**src/rtl/store_buffer_pkg.sv**
```systemverilog
// Shared sizing and entry layout for the memory-stage store buffer.
package store_buffer_pkg;

  localparam int unsigned SB_DEPTH  = 4;
  localparam int unsigned SB_PTR_W  = $clog2(SB_DEPTH);
  localparam int unsigned SB_ADDR_W = 32;
  localparam int unsigned SB_DATA_W = 32;

  typedef struct packed {
    logic                 valid;
    logic [SB_ADDR_W-1:0] addr;
    logic [SB_DATA_W-1:0] data;
  } sb_entry_t;

endpackage

```
**src/rtl/sb_match_unit.sv**
```systemverilog
// Youngest-match search over queued stores for load forwarding.
module sb_match_unit
  import store_buffer_pkg::*;
#(
  parameter int unsigned DEPTH = SB_DEPTH,
  localparam int unsigned PtrW = $clog2(DEPTH)
) (
  input  sb_entry_t            entries [DEPTH],
  input  logic [PtrW-1:0]      head,
  input  logic [PtrW:0]        count,
  input  logic [SB_ADDR_W-1:0] loadAdd,
  output logic                 hit,
  output logic [SB_DATA_W-1:0] hitData
);

  logic [PtrW-1:0] idx;

  // Walk oldest to youngest; later hits overwrite, so the youngest match wins.
  always_comb begin
    hit     = 1'b0;
    hitData = '0;
    idx     = '0;
    for (int i = 0; i < int'(DEPTH); i++) begin
      idx = head + PtrW'(i);
      if (i < int'(count) && entries[idx].valid && entries[idx].addr == loadAdd) begin
        hit     = 1'b1;
        hitData = entries[idx].data;
      end
    end
  end

endmodule

```
**src/rtl/store_buffer.sv**
```systemverilog
// FIFO write buffer between the memory stage and dataMemory, with port
// arbitration (loads first unless full) and store-to-load forwarding.
module store_buffer
  import store_buffer_pkg::*;
#(
  parameter int unsigned DEPTH      = SB_DEPTH,
  parameter int unsigned ADDR_WIDTH = SB_ADDR_W,
  parameter int unsigned DATA_WIDTH = SB_DATA_W
) (
  input  logic                  CLK,
  input  logic                  RST,
  input  logic                  storeEn,
  input  logic [ADDR_WIDTH-1:0] storeAdd,
  input  logic [DATA_WIDTH-1:0] storeData,
  input  logic                  loadEn,
  input  logic [ADDR_WIDTH-1:0] loadAdd,
  output logic [DATA_WIDTH-1:0] loadData,
  output logic                  stallM,
  output logic                  empty,
  output logic                  memWriteEn,
  output logic [ADDR_WIDTH-1:0] memAdd,
  output logic [DATA_WIDTH-1:0] memWriteData,
  input  logic [DATA_WIDTH-1:0] memReadData
);

  localparam int unsigned PtrW      = $clog2(DEPTH);
  localparam logic [PtrW:0] FullCount = (PtrW+1)'(DEPTH);

  sb_entry_t       entries_q [DEPTH];
  sb_entry_t       entries_d [DEPTH];
  logic [PtrW-1:0] head_q, head_d, tail_q, tail_d;
  logic [PtrW:0]   count_q, count_d;

  logic full, load_owns, drain, store_acc;
  logic hit;
  logic [DATA_WIDTH-1:0] hit_data;

  sb_match_unit #(
    .DEPTH (DEPTH)
  ) u_match (
    .entries (entries_q),
    .head    (head_q),
    .count   (count_q),
    .loadAdd (loadAdd),
    .hit     (hit),
    .hitData (hit_data)
  );

  always_comb begin
    full      = (count_q == FullCount);
    empty     = (count_q == '0);
    // A raised loadEn holds the port even when a store wins precedence.
    load_owns = loadEn && !full;
    // No write may leave the buffer in a reset cycle.
    drain     = !RST && !load_owns && !empty;
    store_acc = storeEn && !full;
    stallM    = full && (storeEn || loadEn);

    memWriteEn   = drain;
    memWriteData = drain ? entries_q[head_q].data : '0;
    if (load_owns) begin
      memAdd = loadAdd;
    end else if (drain) begin
      memAdd = entries_q[head_q].addr;
    end else begin
      memAdd = '0;
    end
    loadData = hit ? hit_data : memReadData;
  end

  always_comb begin
    entries_d = entries_q;
    head_d    = head_q;
    tail_d    = tail_q;
    if (drain) begin
      entries_d[head_q].valid = 1'b0;
      head_d = head_q + 1'b1;
    end
    if (store_acc) begin
      entries_d[tail_q] = '{valid: 1'b1, addr: storeAdd, data: storeData};
      tail_d = tail_q + 1'b1;
    end
    count_d = count_q + (PtrW+1)'(store_acc) - (PtrW+1)'(drain);
  end

  always_ff @(posedge CLK) begin
    if (RST) begin
      head_q  <= '0;
      tail_q  <= '0;
      count_q <= '0;
      for (int i = 0; i < int'(DEPTH); i++) begin
        entries_q[i] <= '0;
      end
    end else begin
      head_q    <= head_d;
      tail_q    <= tail_d;
      count_q   <= count_d;
      entries_q <= entries_d;
    end
  end

endmodule

```
**config.mk**
```make
export PLATFORM = sky130hd
export DESIGN_NAME = store_buffer
export DESIGN_NICKNAME = d
export VERILOG_FILES = /design/src/rtl/store_buffer_pkg.sv /design/src/rtl/sb_match_unit.sv /design/src/rtl/store_buffer.sv
export SDC_FILE = /design/constraint.sdc
export NUM_CORES = 1
export LEC_CHECK = 0
export ABC_AREA = 1
export BUFFER_PORTS_ARGS = -buffer_cell sky130_fd_sc_hd__buf_2
export CAP_MARGIN = 30
export CORE_UTILIZATION = 42
export CTS_CLUSTER_DIAMETER = 40
export DETAILED_ROUTE_END_ITERATION = 16
export HOLD_SLACK_MARGIN = 0.15
export PLACE_DENSITY = 0.61
export SLEW_MARGIN = 20
export SYNTH_ARGS = -nofsm -noshare
export SYNTH_HDL_FRONTEND = slang
export SYNTH_HIERARCHICAL = 1
export SYNTH_SLANG_ARGS = --single-unit
```
**constraint.sdc**
```tcl
create_clock -name CLK -period 7.4 [get_ports CLK]
set_clock_uncertainty 0.1 [all_clocks]
set_input_delay 1.48 -clock CLK [delete_from_list [all_inputs] [get_ports CLK]]
set_output_delay 1.48 -clock CLK [all_outputs]
set_load 0.05 [all_outputs]
```
== Word-level counts from Yosys, hierarchy flattened ==
Cells that the tools add are included.
Widths: inputs -> output; s select.

* Equality and inequality tests: 5
* Reductions and logical operators: 21
* Order comparisons: 11
* Bitwise gates (word level): 5
* Add/subtract/negate cells: 6
* Muxes and demuxes: 32

{| class="wikitable"
|+ Operators with widths
! kind !! number
|-
| $mux 65 || 10
|-
| $bmux 65 s2 || 4
|-
| $bwmux 260 || 2
|-
| $mux 260 || 2
|-
| $demux 65 s2 || 2
|-
| $mux 32 || 8
|-
| $eq 32x32->1 || 4
|-
| $ge 3x3->1 const B || 5
|-
| $logic_and 1x1->1 || 15
|-
| $not 2->3 || 5
|-
| $lt 1x3->1 const A || 2
|-
| $lt 2x3->1 const A || 2
|-
| $lt 3x1->1 const B || 2
|-
| $add 2x1->2 const B || 2
|-
| $add 2x2->2 const B || 2
|-
| $logic_not 1->1 || 4
|-
| $mux 1 || 4
|-
| $add 3x1->3 || 1
|-
| $eq 3x3->1 const B || 1
|-
| $logic_not 3->1 || 1
|-
| $sub 3x1->3 || 1
|-
| $logic_or 1x1->1 || 1
|}

* Word-level logic and storage cells: 95
* Input port bits: 132
* Output and inout port bits: 99
* Flip-flop bits (word level): 267

== Depth between registers and ports, before layout ==
* Depth in word-level cells: 11
* Gate-level depth with buffers: 22
* Gate-level depth less buffers: 17

== By module ==
Netlist, hierarchy kept.

{| class="wikitable"
|+ By module, submodules not included
! module !! area each (um^2) !! seq. area each (um^2) !! cells each !! instances
|-
| store_buffer || 12303.0 || 5345.1 || 1793 || 1
|-
| sb_match_unit || 9584.2 || 0.0 || 2018 || 1
|}

== Worst setup path before layout ==
Ideal clock, no wire load.

* Path type: input to output
* Start: in loadAdd[4]
* End: out loadData[10]
* Data required time: 5820 ps
* Data arrival time: 3537 ps
* Buffers on the path: 4
* Setup slack: 2283 ps
* Cell stages on the path: 13
* Path through: inv_1 -> xor2_1 -> nor2_1 -> nand2_1 -> nor2_1 -> nand3_1 -> or2_1 -> clkbuf_1 -> buf_2 -> nand4_1 -> clkbuf_1 -> buf_2 -> mux2_2

* Word-level cells in the longest chain between the ends: 7
* Elaborated cells between the ends (all ways): 17
* Classes of those cells: 4 x eq/ne; 9 x mux; 4 x reduce/logical

{| class="wikitable"
|+ RTL lines
! what !! RTL line !! text
|-
| start: declaration || store_buffer.sv:16 || <nowiki>input logic [ADDR_WIDTH-1:0] loadAdd,</nowiki>
|-
| $eq 32x32->1 || sb_match_unit.sv:25 || <nowiki>if (i < int'(count) && entries[idx].valid && entries[idx].addr == loadAdd) begin</nowiki>
|-
| $logic_and 1x1->1 || sb_match_unit.sv:25 ||
|-
| $mux 1 (3 in series) || sb_match_unit.sv:25 ||
|-
| $mux 1 * || sb_match_unit.sv:25 ||
|-
| named net hit || store_buffer.sv:35 || <nowiki>logic hit;</nowiki>
|-
| $mux 32 * || store_buffer.sv:68 || <nowiki>loadData = hit ? hit_data : memReadData;</nowiki>
|-
| end: declaration || store_buffer.sv:17 || <nowiki>output logic [DATA_WIDTH-1:0] loadData,</nowiki>
|}

The timed path passes the listed nets; every way through them passes the cells marked *.

== Worst setup path after layout ==
* Start: reg head_q[1]
* End: out loadData[10]

* Word-level cells in the longest chain between the ends: 11
* Elaborated cells between the ends (all ways): 40
* Classes of those cells: 3 x add/sub; 4 x eq/ne; 21 x mux; 4 x bitwise; 8 x reduce/logical

{| class="wikitable"
|+ RTL lines
! what !! RTL line !! text
|-
| start: declaration || store_buffer.sv:31 || <nowiki>logic [PtrW-1:0] head_q, head_d, tail_q, tail_d;</nowiki>
|-
| start signal: assignment || store_buffer.sv:88 || <nowiki>head_q <= '0;</nowiki>
|-
| start signal: assignment || store_buffer.sv:95 || <nowiki>head_q <= head_d;</nowiki>
|-
| $add 2x1->2 or $not 2->3 (tied branches) || sb_match_unit.sv:24, sb_match_unit.sv:25 ||
|-
| $not 2->3 (implied by the code) or $bmux 65 s2 (tied branches) || sb_match_unit.sv:25 ||
|-
| $bmux 65 s2 or $mux 65 (tied branches) || sb_match_unit.sv:25 ||
|-
| $mux 65, on equally long branches || sb_match_unit.sv:27, sb_match_unit.sv:25 ||
|-
| $mux 65 (implied by the code) (tied with other cells) || sb_match_unit.sv:25 ||
|-
| $eq 32x32->1 or $logic_and 1x1->1 (tied branches) || sb_match_unit.sv:25 ||
|-
| $logic_and 1x1->1 or $mux 1 (tied branches) || sb_match_unit.sv:25 ||
|-
| $mux 1 (2 in series) || sb_match_unit.sv:25 ||
|-
| $mux 1 * || sb_match_unit.sv:25 ||
|-
| named net hit || store_buffer.sv:35 ||
|-
| $mux 32 * || store_buffer.sv:68 ||
|}

The timed path passes the listed nets; every way through them passes the cells marked *. The select of a mux whose other input is x is not followed.

==> flow_summary_export.csv <==
group,metric,value,unit
logic_synthesis,yosys.cell_types.count,36,
critical_path,worstReg2RegEnd,"head_q[1]$_SDFFE_PP0P_",
logic_synthesis,synth.yosys.warnings,6,
logic_synthesis,yosys_register_bits,267,
pwr,leakagePower,11.51,nW
place,gp_congestion,0.9699,
critical_path,r2r_slack,3.91,ns
floorplan,pin_count,231,
critical_path,arrival,5.31,ns
drt,drcViolationCount,0,
sta,timing.final.crit_share,93.14,%
drt,wl_per_cell,18.49,um
critical_path,crit_type,"reg2out",
drt,wirelength,84850,um
global_route,antenna_found_initial,15,
cts,cts_sinks,267,
floorplan,start_util,42.58,%
drt,vias,25300,
floorplan,die_x,230.3,um
place,placed_area,22860,um^2
floorplan,fp.dieH,230.3,um
min_path,holdPathStages,2,
global_route,grt_remaining_overflow,0,
place,post-dp-hpwl,53880,um
drt,viasPerCell,5.514,
outcome,status,"completed",
sta,hold_viol,0,
critical_path,r2r-start,"head_q[0]$_SDFFE_PP0P_",
cts,post-cts-setup-buffers,0,
place,io_buffer_count,230,
global_route,grt_pass1_vias,22490,
floorplan,floorplan.die_area,53030,um^2
pwr,ir_drop,0.3304,mV
cts,cts_buffers,52,
cts,clk_pin_slew,0.05,ns
critical_path,r2r_cells,8,
global_route,grt_usage,31.28,%
critical_path,required,5.82,ns
cts,clkLatencyLatePin,0.60,ns
cts,cts_tree,"done",
sta,tns,0,ns
global_route,grt_pass1_wl,131200,um
finish,final_cell_area,24760,um^2
logic_synthesis,synth_fp_nets,3954,
cts,cts_root_buffer,"clkbuf_16",
cts,clockBufferDepth,3,
finish,syn_to_final_growth,13.12,%
sta,slew_viol_final,0,
logic_synthesis,ys_seq_area_share,24.42,%
floorplan,core_area,51410,um^2
logic_synthesis,netlist_area,21890,um^2
min_path,whs_endpoint,"entries_q[194]$_SDFF_PP0_",
drt,drtPass1Iterations,6,
sta,worstMarginPinSlew,0.9954,ns
job,maxCapViolCount,0,
sta,grt_setup_unrepaired,"no",
cts,cts_resized,0,
sta,slew_headroom,33.64,%
logic_synthesis,syn_area_per_cell,5.743,um^2
min_path,hold_start,"entries_q[194]$_SDFF_PP0_",
critical_path,critPathLaunchType,"flop",
critical_path,critPathMaxFanout,41,
logic_synthesis,synthCells,3811,
pwr,p_per_area,362.2,nW/um^2
min_path,hold_path.class,"reg2reg",
sta,fmax,145.1,MHz
cts,holdBufCountCts,0,
finish,drive_above_1_share,11.00,%
floorplan,rows,83,
critical_path,end_kind,"output pin",
global_route,grt_max_degree,226,
sta,finalCriticalPeriod,6.892,ns
finish,finish.net_count,4001,
drt,drt_iter0_markers,2492,
sta,setup_viol,0,
cts,h-tree-depth,2,
drt,postRouteAntennaNets,0,
-- per-layer routing --
| layer | up-vias | global-route usage (%) | share of wire (%) |
|---|---|---|---|
| li1 | 12510 | - | - |
| met3 | 190 | 6.324 | 8.7 |
| met1 | 11530 | 42.79 | 44 |
| met4 | 8 | 12.29 | 3.6 |
| met2 | 1063 | 47.87 | 43 |
| met5 | - | 0 | 0.066 |
-- placed cells by master, fill, tap and decap left out, types with 6 or more instances in the layout --
cell	n
a21oi_1	76
buf_2	230
buf_4	35
bufinv_16	8
clkbuf_16	52
clkinv_4	6
dfxtp_1	265
diode_2	9
ha_1	10
inv_1	160
inv_2	8
inv_6	12
mux2_2	32
mux2i_1	128
nand2_1	995
nand3_1	385
nand4_1	6
nor2_1	776
nor2_4	6
nor3_1	34
o211ai_1	16
o21ai_0	525
o21ai_1	51
or2_1	6
xor2_1	26
-- through the flow --
| stage | setup WS [ns] | util, % | hold slack, ns | power [mW] | cells |
|---|---|---|---|---|---|
| 6_report | 0.5076 | 48.16 | 0.3875 | 8.967 | 4588 |
| 3_5_place_dp | 1.222 | 44.47 | 0.3794 | 6.361 | 4483 |
| 5_1_grt | 0.2211 | 48.15 | 0.4123 | 9.568 | 4586 |
| 2_1_floorplan | 2.283 | - | 0.3523 | 5.357 | 3811 |
| 4_1_cts | 0.5698 | 48.07 | 0.3880 | 8.897 | 4578 |
| 3_3_place_gp | 1.287 | 44.42 | 0.3731 | 6.354 | 4482 |
-- cell families (layout without fill, tap and decap cells) --
family                     count (synthesis)  after routing  synth area share (%)
and+or+nand+nor                         2228           2228                 41.30
AOI/OAI and AO/OA                        670            670                 15.54
buffers and inverters                    449            537                 9.541
DFF                                      267            267                 24.42
muxes                                    160            160                 7.500
xor gates and xnor gates                  26             26                 1.040
adders and majority gates                 11             11                0.6631
other                                      0              9                     0
-- where the power goes --
group	switching (mW)	leakage [nW]	internal, mW	total (mW)
combinational	3.23	8.43	1.31	4.54
sequential	0.272	2.18	1.64	1.91
clock	0.888	0.899	1.63	2.51
-- critical path, stage by stage, from the launching register on --
cell,delay (ns)
dfxtp_4,0.48
inv_2,0.12
buf_4,0.41
nand2_1,0.12
nand2_2,0.48
buf_4,0.36
nand2_1,0.10
nand3_1,0.11
nand2_1,0.06
nor2_1,0.10
nand2_1,0.09
nor2_1,0.12
nand2_1,0.09
nor2_4,0.10
nand2_2,0.55
nand4_1,0.46
buf_4,0.33
mux2_2,0.37
buf_2,0.21
-- synthesized netlist by cell type --
cell type | count | share of area [%]
buf_4 | 41 | 1.4
nand3_1 | 385 | 8.8
nor2_1 | 776 | 13
nor2_4 | 5 | 0.26
mux2_2 | 32 | 1.6
dfxtp_1 | 267 | 24
xor2_1 | 26 | 1.0
nand3b_1 | 1 | 0.034
o211ai_1 | 16 | 0.55
nand3_2 | 1 | 0.046
inv_1 | 162 | 2.8
o221ai_1 | 1 | 0.040
fa_1 | 1 | 0.091
buf_2 | 107 | 2.4
o21ai_1 | 51 | 1.2
nor3b_1 | 1 | 0.034
nand2_8 | 2 | 0.18
a21oi_1 | 76 | 1.7
nand2_1 | 996 | 17
inv_4 | 1 | 0.029
buf_1 | 8 | 0.14
a21oi_2 | 1 | 0.040
and2_0 | 1 | 0.029
or2_1 | 6 | 0.17
or2_2 | 5 | 0.14
buf_6 | 15 | 0.77
mux2i_1 | 128 | 5.9
nand4_1 | 6 | 0.17
clkbuf_1 | 107 | 1.8
inv_2 | 8 | 0.14
nand2_2 | 3 | 0.086
nor2_2 | 4 | 0.11
ha_1 | 10 | 0.57
o21ai_0 | 525 | 12
nor3_1 | 34 | 0.78
and2_1 | 2 | 0.057
-- final cells by class --
type / instances / area [um^2]
Sequential cell: 267 / 5353
Fill cell: 5531 / 26650
Clock buffer: 60 / 1371
Antenna cell: 9 / 22.52
Inverter: 171 / 651.9
Timing Repair Buffer: 271 / 1549
Tap cell: 680 / 850.8
Multi-Input combinational cell: 3095 / 14480
Clock inverter: 35 / 478.0
-- state kept, by name (all words and copies together) (netlist names) --
name       flops
count_q        3
entries_q    260
head_q         2
tail_q         2
-- worst max path at each step --
stage | start | endpoint | slack, ns
2_1_floorplan | loadAdd[4] | loadData[10] | 2.28
3_5_place_dp | head_q[1]$_SDFFE_PP0P_ | loadData[10] | 1.22
4_1_cts | head_q[1]$_SDFFE_PP0P_ | loadData[10] | 0.57
5_1_grt | head_q[0]$_SDFFE_PP0P_ | loadData[10] | 0.22
3_3_place_gp | head_q[1]$_SDFFE_PP0P_ | loadData[20] | 1.29
6_report | head_q[1]$_SDFFE_PP0P_ | loadData[10] | 0.51
(Power assumes the default switching activity.)
